File: config.mk
export PLATFORM = sky130hd
export DESIGN_NAME = rn_apb_port
export DESIGN_NICKNAME = d
export VERILOG_FILES = /design/src/rtl/rn_apb_port.sv
export SDC_FILE = /design/constraint.sdc
export NUM_CORES = 1
export LEC_CHECK = 0
export ABC_AREA = 1
export BUFFER_PORTS_ARGS = -buffer_cell sky130_fd_sc_hd__buf_4
export CAP_MARGIN = 40
export CELL_PAD_IN_SITES_DETAIL_PLACEMENT = 0
export CELL_PAD_IN_SITES_GLOBAL_PLACEMENT = 1
export CORE_MARGIN = 2
export CORE_UTILIZATION = 37
export CTS_BUF_LIST = sky130_fd_sc_hd__clkbuf_4
export DETAILED_ROUTE_END_ITERATION = 8
export GPL_ROUTABILITY_DRIVEN = 1
export PLACE_DENSITY_LB_ADDON = 0.25
export SLEW_MARGIN = 5
export SYNTH_ARGS = -nofsm -noshare
export SYNTH_HDL_FRONTEND = slang
export SYNTH_SLANG_ARGS = --single-unit
File: constraint.sdc
create_clock -name clk -period 1.6 [get_ports clk]
set_input_delay 0 -clock clk [delete_from_list [all_inputs] [get_ports clk]]
set_output_delay 0 -clock clk [all_outputs]
set_load 0.05 [all_outputs]
File: src/rtl/rn_apb_port.sv
// APB requester port: captures one APB transfer from the requester side, requests the crossbar
// through the arbiter, then replays the transfer toward the decoded completer with a bounded wait.
module rn_apb_port #(
   parameter int unsigned ADDR_W  = 32,
   parameter int unsigned DATA_W  = 32,
   parameter int unsigned TIMEOUT = 16
) (
   input  logic              clk,
   input  logic              rst,
   // requester side
   input  logic              s_psel,
   input  logic              s_penable,
   input  logic              s_pwrite,
   input  logic [ADDR_W-1:0] s_paddr,
   input  logic [DATA_W-1:0] s_pwdata,
   output logic [DATA_W-1:0] s_prdata,
   output logic              s_pready,
   output logic              s_pslverr,
   // arbiter handshake
   output logic              rn_valid,
   input  logic              cn_ready,
   // crossbar side
   output logic [2:0]        icn_psel,
   output logic              icn_penable,
   output logic              icn_pwrite,
   output logic [ADDR_W-1:0] icn_paddr,
   output logic [DATA_W-1:0] icn_pwdata,
   input  logic [DATA_W-1:0] icn_prdata,
   input  logic              icn_pready,
   input  logic              icn_pslverr
);

   localparam int unsigned CntW      = (TIMEOUT > 1) ? $clog2(TIMEOUT) : 1;
   localparam logic [CntW-1:0] CntMax = CntW'((TIMEOUT > 0) ? TIMEOUT - 1 : 0);
   localparam bit TimeoutEn          = (TIMEOUT != 0);

   typedef enum logic [2:0] {StIdle, StReq, StSetup, StAccess, StResp} state_e;

   state_e            state_q;
   logic [ADDR_W-1:0] addr_q;
   logic [DATA_W-1:0] wdata_q;
   logic              write_q;
   logic [2:0]        sel_q;
   logic [CntW-1:0]   cnt_q;
   logic [2:0]        dec_sel;

   // Completer decode from the top two address bits; all-zero marks a decode error.
   always_comb begin
      dec_sel = 3'b000;
      unique case (s_paddr[ADDR_W-1:ADDR_W-2])
         2'b01:   dec_sel = 3'b001;
         2'b10:   dec_sel = 3'b010;
         2'b11:   dec_sel = 3'b100;
         default: dec_sel = 3'b000;
      endcase
   end

   // Transfer FSM; every output is a flop loaded on the transition into the state that drives it.
   always_ff @(posedge clk) begin
      if (rst) begin
         state_q     <= StIdle;
         addr_q      <= '0;
         wdata_q     <= '0;
         write_q     <= 1'b0;
         sel_q       <= 3'b000;
         cnt_q       <= '0;
         s_prdata    <= '0;
         s_pready    <= 1'b0;
         s_pslverr   <= 1'b0;
         rn_valid    <= 1'b0;
         icn_psel    <= 3'b000;
         icn_penable <= 1'b0;
         icn_pwrite  <= 1'b0;
         icn_paddr   <= '0;
         icn_pwdata  <= '0;
      end else begin
         unique case (state_q)
            StIdle: begin
               s_pready  <= 1'b0;
               s_pslverr <= 1'b0;
               // Only a setup phase starts a transfer; an access phase left over is ignored.
               if (s_psel && !s_penable) begin
                  addr_q  <= s_paddr;
                  write_q <= s_pwrite;
                  wdata_q <= s_pwdata;
                  sel_q   <= dec_sel;
                  if (dec_sel == 3'b000) begin
                     state_q   <= StResp;
                     s_pready  <= 1'b1;
                     s_pslverr <= 1'b1;
                     s_prdata  <= '0;
                  end else begin
                     state_q  <= StReq;
                     rn_valid <= 1'b1;
                  end
               end
            end
            StReq: begin
               if (cn_ready) begin
                  state_q     <= StSetup;
                  icn_psel    <= sel_q;
                  icn_penable <= 1'b0;
                  icn_paddr   <= addr_q;
                  icn_pwrite  <= write_q;
                  icn_pwdata  <= wdata_q;
               end
            end
            StSetup: begin
               state_q     <= StAccess;
               icn_penable <= 1'b1;
               cnt_q       <= '0;
            end
            StAccess: begin
               cnt_q <= cnt_q + 1'b1;
               // A ready in the last allowed cycle still completes normally.
               if (icn_pready) begin
                  state_q     <= StResp;
                  s_pready    <= 1'b1;
                  s_pslverr   <= icn_pslverr;
                  s_prdata    <= write_q ? '0 : icn_prdata;
                  rn_valid    <= 1'b0;
                  icn_psel    <= 3'b000;
                  icn_penable <= 1'b0;
               end else if (TimeoutEn && (cnt_q == CntMax)) begin
                  state_q     <= StResp;
                  s_pready    <= 1'b1;
                  s_pslverr   <= 1'b1;
                  s_prdata    <= '0;
                  rn_valid    <= 1'b0;
                  icn_psel    <= 3'b000;
                  icn_penable <= 1'b0;
               end
            end
            StResp: begin
               state_q   <= StIdle;
               s_pready  <= 1'b0;
               s_pslverr <= 1'b0;
            end
            default: state_q <= StIdle;
         endcase
      end
   end

endmodule

==> results.py, run 1 <==
metrics = {
    "worst_hold_path": {
        "hp-start": "s_psel",
        "holdPathStages": 7,
        "worst_hold_path_type": "in2reg",
        "hold_path_end": "s_pslverr",
    },
    "global_routing": {
        "grt_max_degree": 46,
        "global_route.usage.total_pct": 18.76,
        "vias_in_the_first_global_route": 6521,
        "global_route.overflow_total": 0,
        "initial_antenna_violation_count": 1,
        "global_route_wire_length_before_repair_um": 31030,
    },
    "timing": {
        "layout_worst_path_cycle_share_pct": 91.47,
        "setup-violations-final": 0,
        "worst_slew_margin_rel_pct": 66.81,
        "skew_ns": 0.01939,
        "fin_setup_tns_ns": 0,
        "report.final.slew_viol_count": 0,
        "final_number_of_hold_violating_endpoints": 0,
        "min_period_ns": 1.464,
        "postLayoutSetupSlackWorst_ns": 0.1364,
        "worstMarginPinSlew_ns": 0.4978,
        "fmax_mhz": 683.3,
    },
    "yosys": {
        "synthDistinctLibCells": 24,
        "synth_warn": 0,
        "synthesis.nets": 1133,
        "post_synthesis_register_bit_count": 179,
        "synth_area_per_cell_um2": 6.983,
        "mapped_cell_area_mm2": 0.007178,
        "synth_cells": 1028,
        "ys_seq_area_share_pct": 49.92,
    },
    "place": {
        "place_worst_setup_slack_ns": 0.1110,
        "placed_cell_area_mm2": 0.009046,
        "routabilityCongestion": 0.7810,
        "place.detailed.hpwl_um": 12300,
        "port-buffer-count": 207,
        "post-place-cells": 1451,
    },
    "die": {
        "fp.dieArea_mm2": 0.02053,
        "placement_rows": 50,
        "design.core.area_mm2": 0.01889,
        "die_height_um": 143.3,
        "floorplan.io_pins": 208,
        "starting_density_of_the_core_pct": 37.99,
        "fp.dieW_um": 143.3,
    },
    "clocking": {
        "clock-sinks": 179,
        "tritoncts.num_buffers": 17,
        "clkLatencyLatePin_ns": 0.56,
        "cts_tree": "built",
        "clk_path_buf_depth": 2,
        "h_tree_level_count": 4,
        "clockRootBuffer": "clkbuf_4",
        "worst_setup_hold_path_clk_slew_ns": 0.14,
    },
    "power_and_ir_drop": {
        "cellPowerDensity_mw_per_mm2": 1553,
        "power.clock.fraction_pct": 17.0,
        "seq_power_share_pct": 37.3,
        "max-vdd-ir-drop_mv": 0.8485,
        "share_comb_of_total_power_pct": 45.7,
        "cellLeakagePower_nw": 4.887,
        "net_switching_fraction_of_the_power_pct": 44.11,
        "internal_power_contribution_w": 0.009029,
        "netSwitchingPower_w": 0.007127,
    },
    "outcome": {
        "outcome": "complete, no violations",
    },
    "route": {
        "detailedRoute.firstIterationViolations": 281,
        "detail_route.wl_per_cell_um": 12.50,
        "route.detailed.drc": 0,
        "detail_route.wirelength_um": 19830,
        "antenna_violating_nets_post_route": 0,
        "routed-via-count": 7087,
        "drt-vias-per-instance": 4.468,
        "drt-pass1-iter-count": 5,
    },
    "final_layout": {
        "fraction_of_layout_instances_using_a_drive_strength_above_1_pct": 23.02,
        "design_area_mm2": 0.01041,
        "final_cell_utilization_of_the_core_pct": 55.08,
        "layout-area-overhead-vs-synth_pct": 44.97,
        "nets": 1417,
        "final_cell_count_no_fill": 1586,
    },
    "setup_path": {
        "crit_chain": "nor2_2 > nand3_2 > nand3_4 > buf_12 > nand2_1 > inv_2 > nor2_1",
        "ff2ff_setup_slack_ns": 0.14,
        "crit_path_max_fanout": 27,
        "critical_path.slowest_cell": "dfxtp_2",
        "critical_path.endpoint_type": "register",
        "r2r-start": "state_q[0]",
        "crit_path_max_incr_delay_ns": 0.36,
        "timing.critical_path.required_ns": 2.07,
        "critical_path_arrival_ns": 1.93,
        "worstSetupStartpointType": "register",
        "worst-r2r-cell-count": 7,
        "worst_r2r_endpoint": "s_prdata[16]",
        "critPathKind": "reg2reg",
    },
    "run": {
        "cap_viol_max_count": 0,
    },
}
per-stage QoR:
stage          hold slack [ns]  power, W
2_1_floorplan          0.06907   0.01110
3_3_place_gp            0.2201   0.01324
3_5_place_dp            0.2267   0.01327
4_1_cts                0.04808   0.01624
5_1_grt                0.08492   0.01721
6_report                0.1041   0.01616
layout make-up:
cell class | instances | area, um^2
Antenna cell | 1 | 2.502
Clock buffer | 18 | 135.1
Inverter | 115 | 434.2
Timing Repair Buffer | 331 | 2884
Sequential cell | 179 | 3588
Fill cell | 1900 | 8487
Tap cell | 260 | 325.3
Clock inverter | 14 | 175.2
Multi-Input combinational cell | 668 | 2861
synth_stat cells:
master	count	area, um^2
nor2_1	333	1250
clkbuf_1	33	123.9
o21ai_1	8	40.04
inv_2	29	108.9
buf_4	6	45.04
inv_1	86	322.8
nand3_4	2	35.03
nand2_1	136	510.5
a211oi_1	1	7.510
buf_6	1	11.26
nand3_2	1	10.01
nand3_1	6	30.03
buf_2	22	110.1
nor2_2	1	6.260
ha_1	1	12.51
o21ai_0	125	625.6
buf_1	3	11.26
nand2_2	2	12.51
xnor2_1	1	8.760
nor2_4	2	22.52
clkbuf_2	1	5.000
a21oi_1	17	85.08
dfxtp_1	179	3583
nand4_1	32	200.2
worst max-delay path: cells and delay by family, from the launching register on:
kind,cells,cell delay [ns]
and+or+nand+nor,5,0.78
DFF,1,0.36
buffers and inverters,2,0.24
layout by cell type (no fill, tap or decap), drive strengths merged:
cell / count
clkinv: 4
a21oi: 17
inv: 119
clkbuf: 19
dlygate4sd3: 101
dfxtp: 179
a211oi: 1
buf: 229
clkinvlp: 3
bufinv: 3
nand4: 32
o21ai: 133
nand3: 9
xnor2: 1
nand2: 138
nor2: 336
ha: 1
diode: 1
registers in the layout, summed over array words and instances (netlist names), 4 cells and up:
name and count:
cnt_q 4, s_prdata 32, wdata_q 32, addr_q 32
icn_pwdata 32, icn_paddr 32
worst max-delay path by stage:
stage | from | depth (start not counted) | to
after floorplan | cnt_q[0] | 7 | s_prdata[0]
after global placement | state_q[0] | 6 | wdata_q[29]
after detailed placement | state_q[2] | 7 | icn_paddr[26]
after CTS | state_q[2] | 7 | icn_paddr[26]
after global routing | cnt_q[0] | 8 | s_prdata[28]
final | state_q[0] | 7 | s_prdata[16]
repair_timing:
action / CTS / global route
hold buffers: 101 / 0
endpoints found under the setup margin: 0 / 28
hold endpoints to repair: 141 / 0
resized for setup: 0 / 9
buffers inserted: 0 / 0
kinds of logic (layout without fill, tap and decap cells):
group / count (synthesis) / in the layout / synth area share [%]
XOR/XNOR: 1 / 1 / 0.1220
adder cells (fa/ha/maj): 1 / 1 / 0.1743
AO/OA/AOI/OAI: 151 / 151 / 10.56
buffers and inverters: 181 / 478 / 10.28
AND/OR/NAND/NOR: 515 / 515 / 28.93
other: 0 / 1 / 0
flip-flops: 179 / 179 / 49.92
layer usage:
metal,share of wire (%),vias to the layer above,track usage (%)
met5,0,-,0
met4,1.3,0,5.573
met3,5.7,17,5.366
met2,44,167,29.84
met1,49,3170,24.80
li1,-,3733,-
power groups by stage:
stage	Combinational (W)	Clock [W]	Sequential, W
3_3_place_gp	0.00713	0	0.00611
4_1_cts	0.00737	0.00285	0.00602
5_1_grt	0.00805	0.00302	0.00614
2_1_floorplan	0.00288	0	0.00821
3_5_place_dp	0.00716	0	0.00612
6_report	0.00739	0.00274	0.00602
Note: power is estimated with default switching activity, not from simulation.
==> inputs of run 2 (changes only) <==
--- a/config.mk
+++ b/config.mk
@@ -5,13 +5,12 @@
 export SDC_FILE = /design/constraint.sdc
 export NUM_CORES = 1
 export LEC_CHECK = 0
-export ABC_AREA = 1
 export BUFFER_PORTS_ARGS = -buffer_cell sky130_fd_sc_hd__buf_4
 export CAP_MARGIN = 40
 export CELL_PAD_IN_SITES_DETAIL_PLACEMENT = 0
 export CELL_PAD_IN_SITES_GLOBAL_PLACEMENT = 1
 export CORE_MARGIN = 2
-export CORE_UTILIZATION = 37
+export CORE_UTILIZATION = 39
 export CTS_BUF_LIST = sky130_fd_sc_hd__clkbuf_4
 export DETAILED_ROUTE_END_ITERATION = 8
 export GPL_ROUTABILITY_DRIVEN = 1
==> results.py, run 2 <==
metrics = {
    "setup_path": {
        "timing.critical_path.to": "s_prdata[3]",
        "r2r-start": "state_q[1]",
        "ff2ff_setup_slack_ns": 0.09,
        "path_delay_family": "simple AND/OR/NAND/NOR gates",
        "worst_r2r_endpoint": "s_prdata[3]",
        "critical_path.endpoint_type": "register",
        "critical_path.slowest_cell": "dfxtp_1",
        "crit_chain": "buf_4 > and2_1 > nor2b_2 > buf_12 > o41ai_1",
        "timing.critical_path.required_ns": 2.09,
        "critPathKind": "reg2reg",
        "critical_path_arrival_ns": 2.00,
        "crit_path_max_fanout": 33,
        "crit_path_max_incr_delay_ns": 0.36,
        "worst-path-buf-inv": 2,
        "stages_on_the_worst_setup_path": 5,
        "worst-r2r-cell-count": 5,
        "cp-startpoint": "state_q[1]",
        "worstSetupStartpointType": "register",
    },
    "place": {
        "routabilityCongestion": 0.7745,
        "placed_cell_area_mm2": 0.009019,
        "port-buffer-count": 207,
        "place.detailed.hpwl_um": 12600,
    },
    "yosys": {
        "synth.largest_area_cell": "dfxtp_1",
        "synth_warn": 0,
        "async_reset_ff_share_pct": 0,
        "synth_edf_count": 0,
        "synthDistinctLibCells": 44,
        "yosysMostFrequentCell": "dfxtp_1",
        "synthFlopType": "dfxtp_1",
        "synthesis.nets": 956,
        "synth_cells": 851,
        "synth_area_per_cell_um2": 8.408,
        "synth_top_cells_by_count": "dfxtp_1, a21oi_1, nand2_1",
        "ys_seq_area_share_pct": 50.08,
        "post_synthesis_register_bit_count": 179,
        "synth_largest_type_area_fraction_pct": 50.08,
        "mapped_cell_area_mm2": 0.007156,
        "yosys-top-cells-area": "dfxtp_1, a21oi_1, nand2_1",
    },
    "final_layout": {
        "layout_commonest_cell": "buf_4",
        "nets": 1229,
        "fraction_of_layout_instances_using_a_drive_strength_above_1_pct": 25.51,
        "final_cell_utilization_of_the_core_pct": 57.88,
        "most-common-layout-cells": "buf_4, dfxtp_1, a21oi_1",
        "layout-area-overhead-vs-synth_pct": 45.31,
        "design_area_mm2": 0.01040,
    },
    "die": {
        "fp.dieW_um": 139.5,
        "die_height_um": 139.5,
        "placement_rows": 49,
        "fp.dieArea_mm2": 0.01945,
        "design.core.area_mm2": 0.01796,
        "floorplan.io_pins": 208,
        "starting_density_of_the_core_pct": 39.83,
    },
    "clocking": {
        "worst_setup_hold_path_clk_slew_ns": 0.15,
        "clock-sinks": 179,
        "clkLatencyLatePin_ns": 0.58,
        "tritoncts.num_buffers": 17,
        "cts_tree": "built",
        "clockRootBuffer": "clkbuf_4",
        "clk_path_buf_depth": 2,
        "h_tree_level_count": 4,
    },
    "route": {
        "antenna_violating_nets_post_route": 0,
        "drt-vias-per-instance": 5.168,
        "detailedRoute.firstIterationViolations": 314,
        "drt-pass1-iter-count": 4,
        "detail_route.wl_per_cell_um": 15.46,
        "routed-via-count": 7064,
        "route.detailed.drc": 0,
        "detail_route.wirelength_um": 21130,
    },
    "timing": {
        "worst_hold_slack_ns": 0.1707,
        "fmax_mhz": 664.2,
        "fin_setup_tns_ns": 0,
        "final_number_of_hold_violating_endpoints": 0,
        "skew_ns": 0.02276,
        "grt_setup_unrepaired": "false",
        "worst_slew_margin_rel_pct": 65.42,
        "layout_worst_path_cycle_share_pct": 94.09,
        "setup-violations-final": 0,
        "min_period_ns": 1.506,
        "worstMarginPinSlew_ns": 0.5188,
        "report.final.slew_viol_count": 0,
    },
    "power_and_ir_drop": {
        "fin_total_pwr_w": 0.008636,
        "net_switching_fraction_of_the_power_pct": 28.62,
        "power.clock.fraction_pct": 30.1,
        "cellLeakagePower_nw": 4.128,
        "share_comb_of_total_power_pct": 16.1,
        "seq_power_share_pct": 53.8,
        "netSwitchingPower_w": 0.002472,
        "cellPowerDensity_mw_per_mm2": 830.6,
        "internal_power_contribution_w": 0.006165,
        "max-vdd-ir-drop_mv": 0.5450,
    },
    "global_routing": {
        "global_route.usage.total_pct": 21.46,
        "global_route.overflow_total": 0,
        "grt_max_degree": 73,
        "vias_in_the_first_global_route": 6667,
        "initial_antenna_violation_count": 1,
        "global_route_wire_length_before_repair_um": 34270,
    },
    "outcome": {
        "outcome": "complete, no violations",
    },
    "worst_hold_path": {
        "worst_hold_path_type": "in2reg",
    },
    "run": {
        "cap_viol_max_count": 0,
    },
}
==> run 2: cell types whose count changed in the layout (fill, tap and decap cells not counted), sizes merged, moves of 35 or more <==
| cell | delta |
|---|---|
| o21ai | -61 |
| a31oi | +35 |
| inv | -81 |
| nor2 | -330 |
| nand3 | +57 |
| a21oi | +121 |
==> run 2: area by class of cell <==
| cell class | count | area (um^2) |
|---|---|---|
| Timing Repair Buffer | 340 | 2967 |
| Sequential cell | 179 | 3583 |
| Tap cell | 229 | 286.5 |
| Inverter | 34 | 127.6 |
| Antenna cell | 1 | 2.502 |
| Multi-Input combinational cell | 552 | 3142 |
| Clock inverter | 14 | 153.9 |
| Clock buffer | 18 | 135.1 |
| Fill cell | 1655 | 7566 |
==> run 2: layer usage <==
metal	global-route usage (%)	routed length, um	vias up
li1	-	-	3542
met1	28.18	9510	3291
met2	34.44	9990	200
met3	4.990	1189	31
met4	8.134	442	0
met5	0	0	-
==> run 2: kinds of logic (layout without fill, tap and decap cells) <==
family / Yosys count / count (layout) / share of synthesized area (%)
DFF: 179 / 179 / 50.08
buffers and inverters: 120 / 406 / 7.134
AOI/OAI and AO/OA: 288 / 288 / 23.57
other: 0 / 1 / 0
adders and majority gates: 1 / 1 / 0.1748
and+or+nand+nor: 263 / 263 / 19.04
==> run 2: metrics by stage <==
stage	setup slack, ns	instances
2_1_floorplan	0.05313	851
3_3_place_gp	0.04358	1229
3_5_place_dp	-0.005217	1229
4_1_cts	0.04136	1365
5_1_grt	0.004689	1367
6_report	0.09450	1367
==> run 2: what timing repair did <==
action                                  CTS  global route
hold endpoints to repair                116             0
resized for setup                         1             4
setup buffers                             0             1
hold buffers                            104             0
pin swaps                                 0             1
endpoints found under the setup margin   15            16
==> run 2: worst reg2reg max path: stages, from the launching register on <==
cell and delay [ns]:
dfxtp_1 0.36, buf_4 0.18, and2_1 0.20, nor2b_2 0.18, buf_12 0.17, o41ai_1 0.33
==> run 2: worst min-delay path by stage <==
stage	slack (ns)	to	cells after the start	start
after detailed placement	0.22	s_prdata[19]	3	icn_prdata[19]
after global placement	0.21	s_prdata[19]	3	icn_prdata[19]
after CTS	0.12	s_prdata[17]	4	icn_prdata[17]
after floorplan	0.12	s_prdata[11]	2	icn_prdata[11]
final	0.17	s_prdata[15]	4	icn_prdata[15]
after global routing	0.13	s_prdata[18]	4	icn_prdata[18]
==> run 2: power by group through the flow <==
stage	sequential [W]	clock, W	combinational [W]
global placement	0.00474	0	0.00118
detailed placement	0.00474	0	0.00119
CTS	0.00464	0.00270	0.00140
finish	0.00464	0.00260	0.00139
floorplan	0.00483	0	0.000551
global route	0.00466	0.00287	0.00151
==> inputs of run 3 (changes only) <==
--- a/config.mk
+++ b/config.mk
@@ -14,7 +14,7 @@
 export CTS_BUF_LIST = sky130_fd_sc_hd__clkbuf_4
 export DETAILED_ROUTE_END_ITERATION = 8
 export GPL_ROUTABILITY_DRIVEN = 1
-export PLACE_DENSITY_LB_ADDON = 0.25
+export PLACE_DENSITY = 0.88
 export SLEW_MARGIN = 5
 export SYNTH_ARGS = -nofsm -noshare
 export SYNTH_HDL_FRONTEND = slang
==> constraint.sdc (replaced) <==
create_clock -name clk -period 1.6 [get_ports clk]
set_input_delay 0.16 -clock clk [delete_from_list [all_inputs] [get_ports clk]]
set_output_delay 0.16 -clock clk [all_outputs]
set_load 0.05 [all_outputs]
==> results.py, run 3 (synthesized netlist as in run 2, its figures left out) <==
metrics = {
    "setup_path": {
        "timing.critical_path.required_ns": 2.05,
        "worst_r2r_endpoint": "s_prdata[12]",
        "critical_path_arrival_ns": 1.97,
        "critical_path.endpoint_type": "register",
        "crit_path_max_fanout": 33,
        "worst-r2r-cell-count": 5,
        "critPathKind": "reg2reg",
        "r2r-start": "cnt_q[0]",
        "worstSetupStartpointType": "register",
        "ff2ff_setup_slack_ns": 0.08,
    },
    "route": {
        "route.detailed.drc": 0,
        "routed-via-count": 7152,
        "antenna_violating_nets_post_route": 0,
        "detail_route.wirelength_um": 21450,
        "detailedRoute.firstIterationViolations": 467,
        "drt-vias-per-instance": 5.247,
        "detail_route.wl_per_cell_um": 15.74,
        "drt-pass1-iter-count": 5,
    },
    "place": {
        "post-place-cells": 1226,
        "place.detailed.hpwl_um": 12520,
        "routabilityCongestion": 0.7929,
        "port-buffer-count": 207,
    },
    "clocking": {
        "worst_setup_hold_path_clk_slew_ns": 0.16,
        "h_tree_level_count": 4,
        "clk_path_buf_depth": 2,
        "cts_tree": "built",
        "clockRootBuffer": "clkbuf_4",
        "tritoncts.num_buffers": 17,
        "clock-sinks": 179,
        "clkLatencyLatePin_ns": 0.55,
        "cts_setup_buffers": 0,
    },
    "global_routing": {
        "grt.met3_usage_pct": 4.714,
        "initial_antenna_violation_count": 1,
        "global_route.usage.total_pct": 21.71,
        "grt_use_met2_pct": 36.09,
        "grt_max_degree": 78,
        "gr-usage-met1_pct": 27.90,
        "global_route.overflow_total": 0,
        "global_route_wire_length_before_repair_um": 34940,
        "vias_in_the_first_global_route": 6849,
        "grt_busiest_layer": "met2",
    },
    "die": {
        "fp.dieW_um": 139.5,
        "placement_rows": 49,
        "design.core.area_mm2": 0.01796,
        "starting_density_of_the_core_pct": 39.83,
        "fp.dieArea_mm2": 0.01945,
        "die_height_um": 139.5,
        "floorplan.io_pins": 208,
    },
    "power_and_ir_drop": {
        "max-vdd-ir-drop_mv": 0.5833,
        "cellPowerDensity_mw_per_mm2": 839.0,
        "cellLeakagePower_nw": 4.153,
    },
    "timing": {
        "fmax_mhz": 657.6,
        "skew_ns": 0.03293,
        "report.final.slew_viol_count": 0,
        "min_period_ns": 1.521,
        "worst_slew_margin_rel_pct": 62.13,
        "layout_worst_path_cycle_share_pct": 95.04,
        "worstMarginPinSlew_ns": 0.5681,
        "setup-violations-final": 0,
        "final_number_of_hold_violating_endpoints": 0,
        "worst_hold_slack_ns": 0.3547,
        "grt_setup_unrepaired": "true",
    },
    "final_layout": {
        "multi_input_comb_area_mm2": 0.003158,
        "layout_commonest_cell": "buf_4",
        "fillCellCount": 1596,
        "most-common-layout-cells": "buf_4, dfxtp_1, a21oi_1",
        "nets": 1225,
        "area_used_by_sequential_logic_in_the_layout_mm2": 0.003583,
        "layout-area-overhead-vs-synth_pct": 45.76,
        "final_cell_utilization_of_the_core_pct": 58.06,
        "fraction_of_layout_instances_using_a_drive_strength_above_1_pct": 25.35,
        "final_cell_count_no_fill": 1363,
    },
    "run": {
        "cap_viol_max_count": 0,
    },
    "worst_hold_path": {
        "hp-start": "icn_prdata[9]",
        "holdPathStages": 4,
        "worst_hold_path_type": "in2reg",
        "hold_path_end": "s_prdata[9]",
    },
    "outcome": {
        "outcome": "complete, no violations",
    },
}
[run 3: where the power goes]
part | total, W | switching, W | internal, W
logic | 0.00139 | 0.000773 | 0.000618
clock network | 0.00271 | 0.00161 | 0.00110
registers | 0.00465 | 0.0000609 | 0.00459
total | 0.00875 | 0.00244 | 0.00631
[run 3: how the worst max path moves through the flow]
stage | from | end | slack [ns] | depth (start not counted)
2_1_floorplan | cnt_q[0] | s_prdata[13] | 0.05 | 6
3_3_place_gp | cnt_q[0] | s_prdata[13] | 0.08 | 5
3_5_place_dp | cnt_q[0] | s_prdata[8] | -0.01 | 5
4_1_cts | cnt_q[0] | s_prdata[13] | 0.03 | 5
5_1_grt | cnt_q[0] | s_prdata[14] | -0.02 | 5
6_report | cnt_q[0] | s_prdata[12] | 0.08 | 5
[run 3: layout make-up]
| type | count | share of cell area [%] |
|---|---|---|
| flip-flops and latches | 179 | 34.36 |
| multi-input cells | 552 | 30.28 |
| repair buffers | 336 | 28.43 |
| well taps | 229 | 2.747 |
| clock inverters | 14 | 1.691 |
| clock buffers | 17 | 1.224 |
| inverters | 34 | 1.224 |
| diodes | 2 | 0.04798 |
[run 3: worst max-delay path, cell delays in order (launching register included)]
cell     delay, ns
dfxtp_1       0.34
ha_1          0.25
a31oi_4       0.23
nor2b_2       0.09
buf_12        0.18
o41ai_1       0.32
[run 3: per-layer routing]
layer  wire [um]  part of all wire, %
met4         443                  2.1
met2       10570                   49
met5           0                    0
met1        9391                   44
met3        1041                  4.9
[run 3: metrics by stage]
step	setup slack, ns	power [W]	TNS [ns]	cell area [um^2]
finish	0.07931	0.008751	0	10430
global route	-0.01966	0.009180	-0.07655	10430
CTS	0.03453	0.008835	0	10380
detailed placement	-0.01295	0.005911	-0.03961	9021
global placement	0.07635	0.005901	0	9021
floorplan	0.05313	0.005381	0	7156
[run 3: repair_timing]
item,in CTS,in global routing
pin swaps,0,1
endpoints found under the hold margin,105,0
hold buffers,104,0
gates resized for setup,1,8
setup endpoints to repair,15,91
